<file path="src/rtl/battleship_turn_ctrl.sv">
// battleship_turn_ctrl
//   Game sequencer for two-player Battleship on a CELLS-cell grid. It takes
//   the game through fleet placement for A and then B, and then alternating
//   turns. It drives load/fire strobes, a one-hot target and a fleet bitmap
//   into the two per-fleet hit_or_miss datapaths. It also tracks shot history,
//   per-player shot/hit counts and the winner.
//
// Parameters
//   CELLS       grid cells; width of target/fleet/history vectors
//   RESULT_LAT  cycles from a fire strobe until board_x reflects the shot (>=1)
//   HIT_AGAIN   1: shooter keeps the turn after a hit; 0: turn always alternates
//
// Ports
//   clk         system clock, rising edge
//   reset       asynchronous, active-low reset
//   place_req   pulse: commit fleet_in for the player being placed
//   fleet_in    fleet bitmap from the placement UI
//   fire_req    pulse: fire at target_in
//   target_in   requested target, must be one-hot
//   new_game    pulse: restart, honoured only in GAMEOVER
//   board_a/b   remaining ships of fleet A/B
//   load_a/b    1-cycle place strobe to instance A/B
//   fire_a/b    1-cycle fire strobe to instance A/B (A's fleet is shot by B)
//   target_out  registered target, stable from the fire strobe to RESOLVE
//   fleet_out   registered fleet, valid while load_a/b is high
//   turn        0 = A shooting, 1 = B shooting
//   last_hit    1-cycle pulse in RESOLVE on a hit
//   last_miss   1-cycle pulse in RESOLVE on a miss
//   shot_err    1-cycle pulse when a place/fire request is rejected
//   shots_a/b   shots taken by A/B
//   hits_a/b    hits scored by A/B
//   winner      00 none, 01 A won, 10 B won
//   phase       current state encoding
module battleship_turn_ctrl #(
    parameter int unsigned CELLS      = 36,
    parameter int unsigned RESULT_LAT = 2,
    parameter bit          HIT_AGAIN  = 1'b0
) (
    input  logic             clk,
    input  logic             reset,
    input  logic             place_req,
    input  logic [CELLS-1:0] fleet_in,
    input  logic             fire_req,
    input  logic [CELLS-1:0] target_in,
    input  logic             new_game,
    input  logic [CELLS-1:0] board_a,
    input  logic [CELLS-1:0] board_b,
    output logic             load_a,
    output logic             load_b,
    output logic             fire_a,
    output logic             fire_b,
    output logic [CELLS-1:0] target_out,
    output logic [CELLS-1:0] fleet_out,
    output logic             turn,
    output logic             last_hit,
    output logic             last_miss,
    output logic             shot_err,
    output logic [5:0]       shots_a,
    output logic [5:0]       shots_b,
    output logic [5:0]       hits_a,
    output logic [5:0]       hits_b,
    output logic [1:0]       winner,
    output logic [2:0]       phase
);

    localparam int unsigned LW = (RESULT_LAT > 1) ? $clog2(RESULT_LAT) : 1;

    typedef enum logic [2:0] {
        PLACE_A  = 3'd0,
        PLACE_B  = 3'd1,
        TURN     = 3'd2,
        FIRE     = 3'd3,
        WAIT     = 3'd4,
        RESOLVE  = 3'd5,
        GAMEOVER = 3'd6
    } state_t;

    state_t           state;
    state_t           state_nxt;

    logic [CELLS-1:0] hist_a;
    logic [CELLS-1:0] hist_b;
    logic [CELLS-1:0] snap;
    logic [LW-1:0]    lat_cnt;

    logic [CELLS-1:0] hist_cur;
    logic [CELLS-1:0] victim_live;
    logic [CELLS-1:0] tgt_m1;
    logic             one_hot;
    logic             hit;
    logic             sunk_all;
    logic             place_ok;
    logic             place_bad;
    logic             fire_ok;
    logic             fire_bad;

    assign hist_cur    = turn ? hist_b : hist_a;
    assign victim_live = turn ? board_a : board_b;
    assign tgt_m1      = target_in - CELLS'(1);
    // x & (x-1) clears the lowest set bit, so it is zero only for a single bit.
    assign one_hot     = (target_in != '0) && ((target_in & tgt_m1) == '0);
    // Hit is judged against the board captured at accept time, because the
    // live board has already had the shot cell removed by now.
    assign hit         = |(target_out & snap);
    assign sunk_all    = (victim_live == '0);
    assign phase       = state;

    always_ff @(posedge clk or negedge reset) begin
        if (!reset) begin
            state <= PLACE_A;
        end else begin
            state <= state_nxt;
        end
    end

    always_comb begin
        state_nxt = state;
        place_ok  = 1'b0;
        place_bad = 1'b0;
        fire_ok   = 1'b0;
        fire_bad  = 1'b0;
        fire_a    = 1'b0;
        fire_b    = 1'b0;
        last_hit  = 1'b0;
        last_miss = 1'b0;
        case (state)
            PLACE_A: begin
                if (place_req) begin
                    if (fleet_in != '0) begin
                        place_ok  = 1'b1;
                        state_nxt = PLACE_B;
                    end else begin
                        place_bad = 1'b1;
                    end
                end
            end
            PLACE_B: begin
                if (place_req) begin
                    if (fleet_in != '0) begin
                        place_ok  = 1'b1;
                        state_nxt = TURN;
                    end else begin
                        place_bad = 1'b1;
                    end
                end
            end
            TURN: begin
                if (fire_req) begin
                    if (one_hot && ((target_in & hist_cur) == '0)) begin
                        fire_ok   = 1'b1;
                        state_nxt = FIRE;
                    end else begin
                        fire_bad  = 1'b1;
                    end
                end
            end
            FIRE: begin
                fire_a    = turn;
                fire_b    = ~turn;
                state_nxt = WAIT;
            end
            WAIT: begin
                if (lat_cnt == LW'(RESULT_LAT - 1)) begin
                    state_nxt = RESOLVE;
                end
            end
            RESOLVE: begin
                last_hit  = hit;
                last_miss = ~hit;
                state_nxt = (hit && sunk_all) ? GAMEOVER : TURN;
            end
            GAMEOVER: begin
                if (new_game) begin
                    state_nxt = PLACE_A;
                end
            end
            default: state_nxt = PLACE_A;
        endcase
    end

    always_ff @(posedge clk or negedge reset) begin
        if (!reset) begin
            load_a     <= 1'b0;
            load_b     <= 1'b0;
            shot_err   <= 1'b0;
            target_out <= '0;
            fleet_out  <= '0;
            snap       <= '0;
            hist_a     <= '0;
            hist_b     <= '0;
            lat_cnt    <= '0;
            turn       <= 1'b0;
            shots_a    <= '0;
            shots_b    <= '0;
            hits_a     <= '0;
            hits_b     <= '0;
            winner     <= '0;
        end else begin
            load_a   <= 1'b0;
            load_b   <= 1'b0;
            shot_err <= place_bad | fire_bad;

            if (place_ok) begin
                fleet_out <= fleet_in;
                load_a    <= (state == PLACE_A);
                load_b    <= (state == PLACE_B);
                if (state == PLACE_B) begin
                    turn <= 1'b0;
                end
            end

            if (fire_ok) begin
                target_out <= target_in;
                snap       <= turn ? board_a : board_b;
            end

            if (state == FIRE) begin
                lat_cnt <= '0;
                if (turn) begin
                    hist_b  <= hist_b | target_out;
                    shots_b <= shots_b + 6'd1;
                end else begin
                    hist_a  <= hist_a | target_out;
                    shots_a <= shots_a + 6'd1;
                end
            end

            if (state == WAIT) begin
                lat_cnt <= lat_cnt + LW'(1);
            end

            if (state == RESOLVE) begin
                if (hit) begin
                    if (turn) begin
                        hits_b <= hits_b + 6'd1;
                    end else begin
                        hits_a <= hits_a + 6'd1;
                    end
                end
                if (hit && sunk_all) begin
                    winner <= turn ? 2'b10 : 2'b01;
                end else if (!(HIT_AGAIN && hit)) begin
                    turn <= ~turn;
                end
            end

            if ((state == GAMEOVER) && new_game) begin
                target_out <= '0;
                snap       <= '0;
                hist_a     <= '0;
                hist_b     <= '0;
                turn       <= 1'b0;
                shots_a    <= '0;
                shots_b    <= '0;
                hits_a     <= '0;
                hits_b     <= '0;
                winner     <= '0;
            end
        end
    end

endmodule

</file>
<file path="config.mk">
export PLATFORM = sky130hd
export DESIGN_NAME = battleship_turn_ctrl
export DESIGN_NICKNAME = d
export VERILOG_FILES = /design/src/rtl/battleship_turn_ctrl.sv
export SDC_FILE = /design/constraint.sdc
export NUM_CORES = 1
export LEC_CHECK = 0
export CAP_MARGIN = 10
export CORE_MARGIN = 4
export CORE_UTILIZATION = 45
export DETAILED_ROUTE_END_ITERATION = 10
export GPL_ROUTABILITY_DRIVEN = 0
export PLACE_DENSITY = 0.77
export SYNTH_ARGS = -nofsm -noshare
export SYNTH_HDL_FRONTEND = slang
export SYNTH_SLANG_ARGS = --single-unit
export TNS_END_PERCENT = 100
</file>
<file path="constraint.sdc">
create_clock -name clk -period 2.7 [get_ports clk]
set_input_delay 0.27 -clock clk [delete_from_list [all_inputs] [get_ports clk]]
set_output_delay 0.27 -clock clk [all_outputs]
set_load 0.03 [all_outputs]
</file>
==> flow_metrics.tcl <==
set metrics [dict create \
    skew_ns 0.0127 \
    root_buffer "clkbuf_16" \
    ys_ff_latch 214 \
    coreArea_um2 22600 \
    drcViolationCount 0 \
    setup_slack_ns -0.154 \
    cts.clk_slew.worst_paths_ns 0.06 \
    irDropWorstVdd_uv 745 \
    drtIter0Drc 823 \
    routedWlPerCell_um 21.8 \
    p_leak_uw 0.00730 \
    synthToLayoutAreaGrowth_pct 49.6 \
    hold_violations 0 \
    grt_setup_unrepaired "true" \
    maxCapViolCount 0 \
    synth.avg_cell_area_um2 10.6 \
    drt_pass1_iterations 5 \
    use_met1_pct 33.8 \
    netlist_area_um2 10300 \
    io_buffers 257 \
    final_common_cell "clkdlybuf4s50_1" \
    swShare_pct 36.4 \
    tns_ns -7.69 \
    min_period_over_period_pct 106 \
    routed_via_density 5.73 \
    yosys_warnings 0 \
    violations "negative setup slack" \
    dp.final_hpwl_mm 26.0 \
    critPathKind "in2reg" \
    drv_slew 0 \
    numCtsBuffers 25 \
    p_int_uw 8560 \
    drtAntennaViolNets 0 \
    io_pins 258 \
    rows 55 \
    synth_cell_types 56 \
    antenna_cells 0 \
    worstPathArrival_ns 3.27 \
    layout-drive-gt1-share_pct 21.3 \
    critPathMaxFanout 8 \
    synth_cells 977 \
    setup_viol 72 \
    cts_tree "done" \
    grt_antenna_before_repair 1 \
    seq_area_frac_synth_pct 51.8 \
    pwr-share-clk_pct 24.3 \
    combPwrFrac_pct 38.9 \
    initial_core_util_pct 45.6 \
    status "finished with violations" \
    max_freq_ghz 0.350 \
    grt_pass1_wl_mm 54.8 \
    min_period_ns 2.85 \
    crit_required_ns 3.12 \
    grt_usage_pct 26.9 \
    power_frac_seq_pct 36.8 \
    worstSkewPairLatency_ns 0.52 \
    cts.sinks 214 \
    die_y_um 160 \
    grt_busiest_layer "met2" \
    p_switching_uw 4900 \
    synthFlopType "dfrtp_1" \
    final_cell_mix "clkdlybuf4s50_1, dfrtp_1, mux2i_1" \
    placed_cells 1585 \
    syn_nets 1130 \
    async_reset_ff_share_pct 100 \
    crit_path_end_kind "flip-flop" \
    stdcell_count 1659 \
    num_vias 9507 \
    grtUsageMet2_pct 44.3 \
    power_density_nw_per_um2 871 \
    routed_wl_mm 36.2 \
    grt_pass1_vias 9866 \
    grt_overflow 0 \
    worst_slew_pin_slew_ns 0.878 \
    die_w_um 160 \
    synth-edff-count 0 \
    ctsHtreeMaxLevel 1 \
    clk_path_buf_depth 3 \
    grtUsageMet3_pct 7.40 \
    holdCritPathClass "in2reg" \
    cp-start-kind "input pin" \
    maxSlewHeadroom_pct 41.1 \
    die_area_um2 25400 \
    nets 1510 \
    grt_start_max_net_pins 76 \
]
-- routing by layer --
layer	routed length [µm]	up-vias	part of all wire [%]
met1	14000	4615	39
met3	3610	97	10
met5	8	-	0.022
met4	1570	2	4.3
met2	17000	535	47
li1	-	4258	-
-- worst max-delay path, stage by stage --
cell	delay (ns)
clkdlybuf4s50_1	0.42
or3_4	0.42
or3_4	0.44
nor3_4	0.26
nand3_2	0.16
nor3b_4	0.20
or3_4	0.43
nand4_4	0.13
buf_12	0.16
buf_12	0.15
mux2i_2	0.22
-- kinds of logic after synthesis --
kind of cell	count (synthesis)	share of synthesized area (%)
AOI/OAI and AO/OA	160	9.45
muxes	183	18.2
and+or+nand+nor	308	13.9
adders and majority gates	5	0.581
DFF	214	51.8
buffers and inverters	89	4.51
xor gates and xnor gates	18	1.53
-- state kept, by name (all words and copies together) (netlist names), 2 cells and up --
register / cells
fleet_out: 36
hist_a: 36
hist_b: 36
snap: 36
target_out: 36
hits_a: 6
hits_b: 6
shots_a: 6
shots_b: 6
phase: 3
winner: 2
-- synthesized netlist by cell type (all sizes together), types with 18 or more instances --
library cell / number / area share [%]
dfrtp: 214 / 52
mux2i: 147 / 14
nor2: 111 / 4.0
nand2: 97 / 3.5
a21oi: 86 / 4.2
inv: 40 / 1.5
clkbuf: 36 / 1.3
mux2: 36 / 3.9
nor4: 34 / 2.1
a22oi: 21 / 1.5
nand4: 20 / 1.3
o22ai: 19 / 1.2
nor3: 18 / 1.1
-- per-stage QoR --
step / cell area, µm² / worst slack [ns] / power (µW) / util [%] / hold WS (ns)
after floorplan: 10300 / 0.00104 / 7660 / - / -0.0256
after global placement: 14000 / -0.593 / 9780 / 61.7 / 0.329
after detailed placement: 14000 / -0.657 / 9910 / 61.7 / 0.345
after CTS: 15000 / -0.109 / 13300 / 66.2 / 0.330
after global routing: 15500 / -0.221 / 14100 / 68.3 / 0.258
final: 15500 / -0.154 / 13500 / 68.3 / 0.236
-- power groups by stage --
stage | combinational, µW | clock, µW | sequential, µW
floorplan | 1960 | 0 | 5690
global placement | 4880 | 0 | 4900
detailed placement | 4960 | 0 | 4940
CTS | 5070 | 3320 | 4910
global route | 5600 | 3450 | 5090
finish | 5230 | 3280 | 4960
-- cell type report --
type / count / area [µm²]
flip-flops and latches: 214 / 5380
clock buffers: 35 / 723
inverters: 40 / 150
well taps: 285 / 357
clock inverters: 9 / 77.6
fillers: 1668 / 7190
repair buffers: 402 / 3990
multi-input cells: 674 / 4780
-- worst paths after layout --
| kind | from | cells past startpoint | to | slack, ns |
|---|---|---|---|---|
| hold / removal | target_in[3] | 4 | target_out[3]$_DFFE_PN0P_ | 0.24 |
| min in group asynchronous | reset | 2 | hist_a[24]$_DFFE_PN0P_ | 0.34 |
| max in group asynchronous | reset | 3 | fleet_out[18]$_DFFE_PN0P_ | 1.47 |
| setup reg to reg | turn$_DFF_PN0_ | 14 | snap[28]$_DFFE_PN0P_ | -0.14 |
| setup / recovery | target_in[0] | 11 | target_out[27]$_DFFE_PN0P_ | -0.15 |
| hold reg to reg | hist_a[34]$_DFFE_PN0P_ | 2 | hist_a[34]$_DFFE_PN0P_ | 0.49 |
-- repair_timing --
item                                   CTS  global route
hold buffers                             1             0
endpoints found under the hold margin   70             0
pin swaps                                2            18
gates cloned                             1             5
buffers inserted                        12            14
resized for setup                       32            55
setup endpoints to repair               75            76
Power figures use the tool's default switching activity.
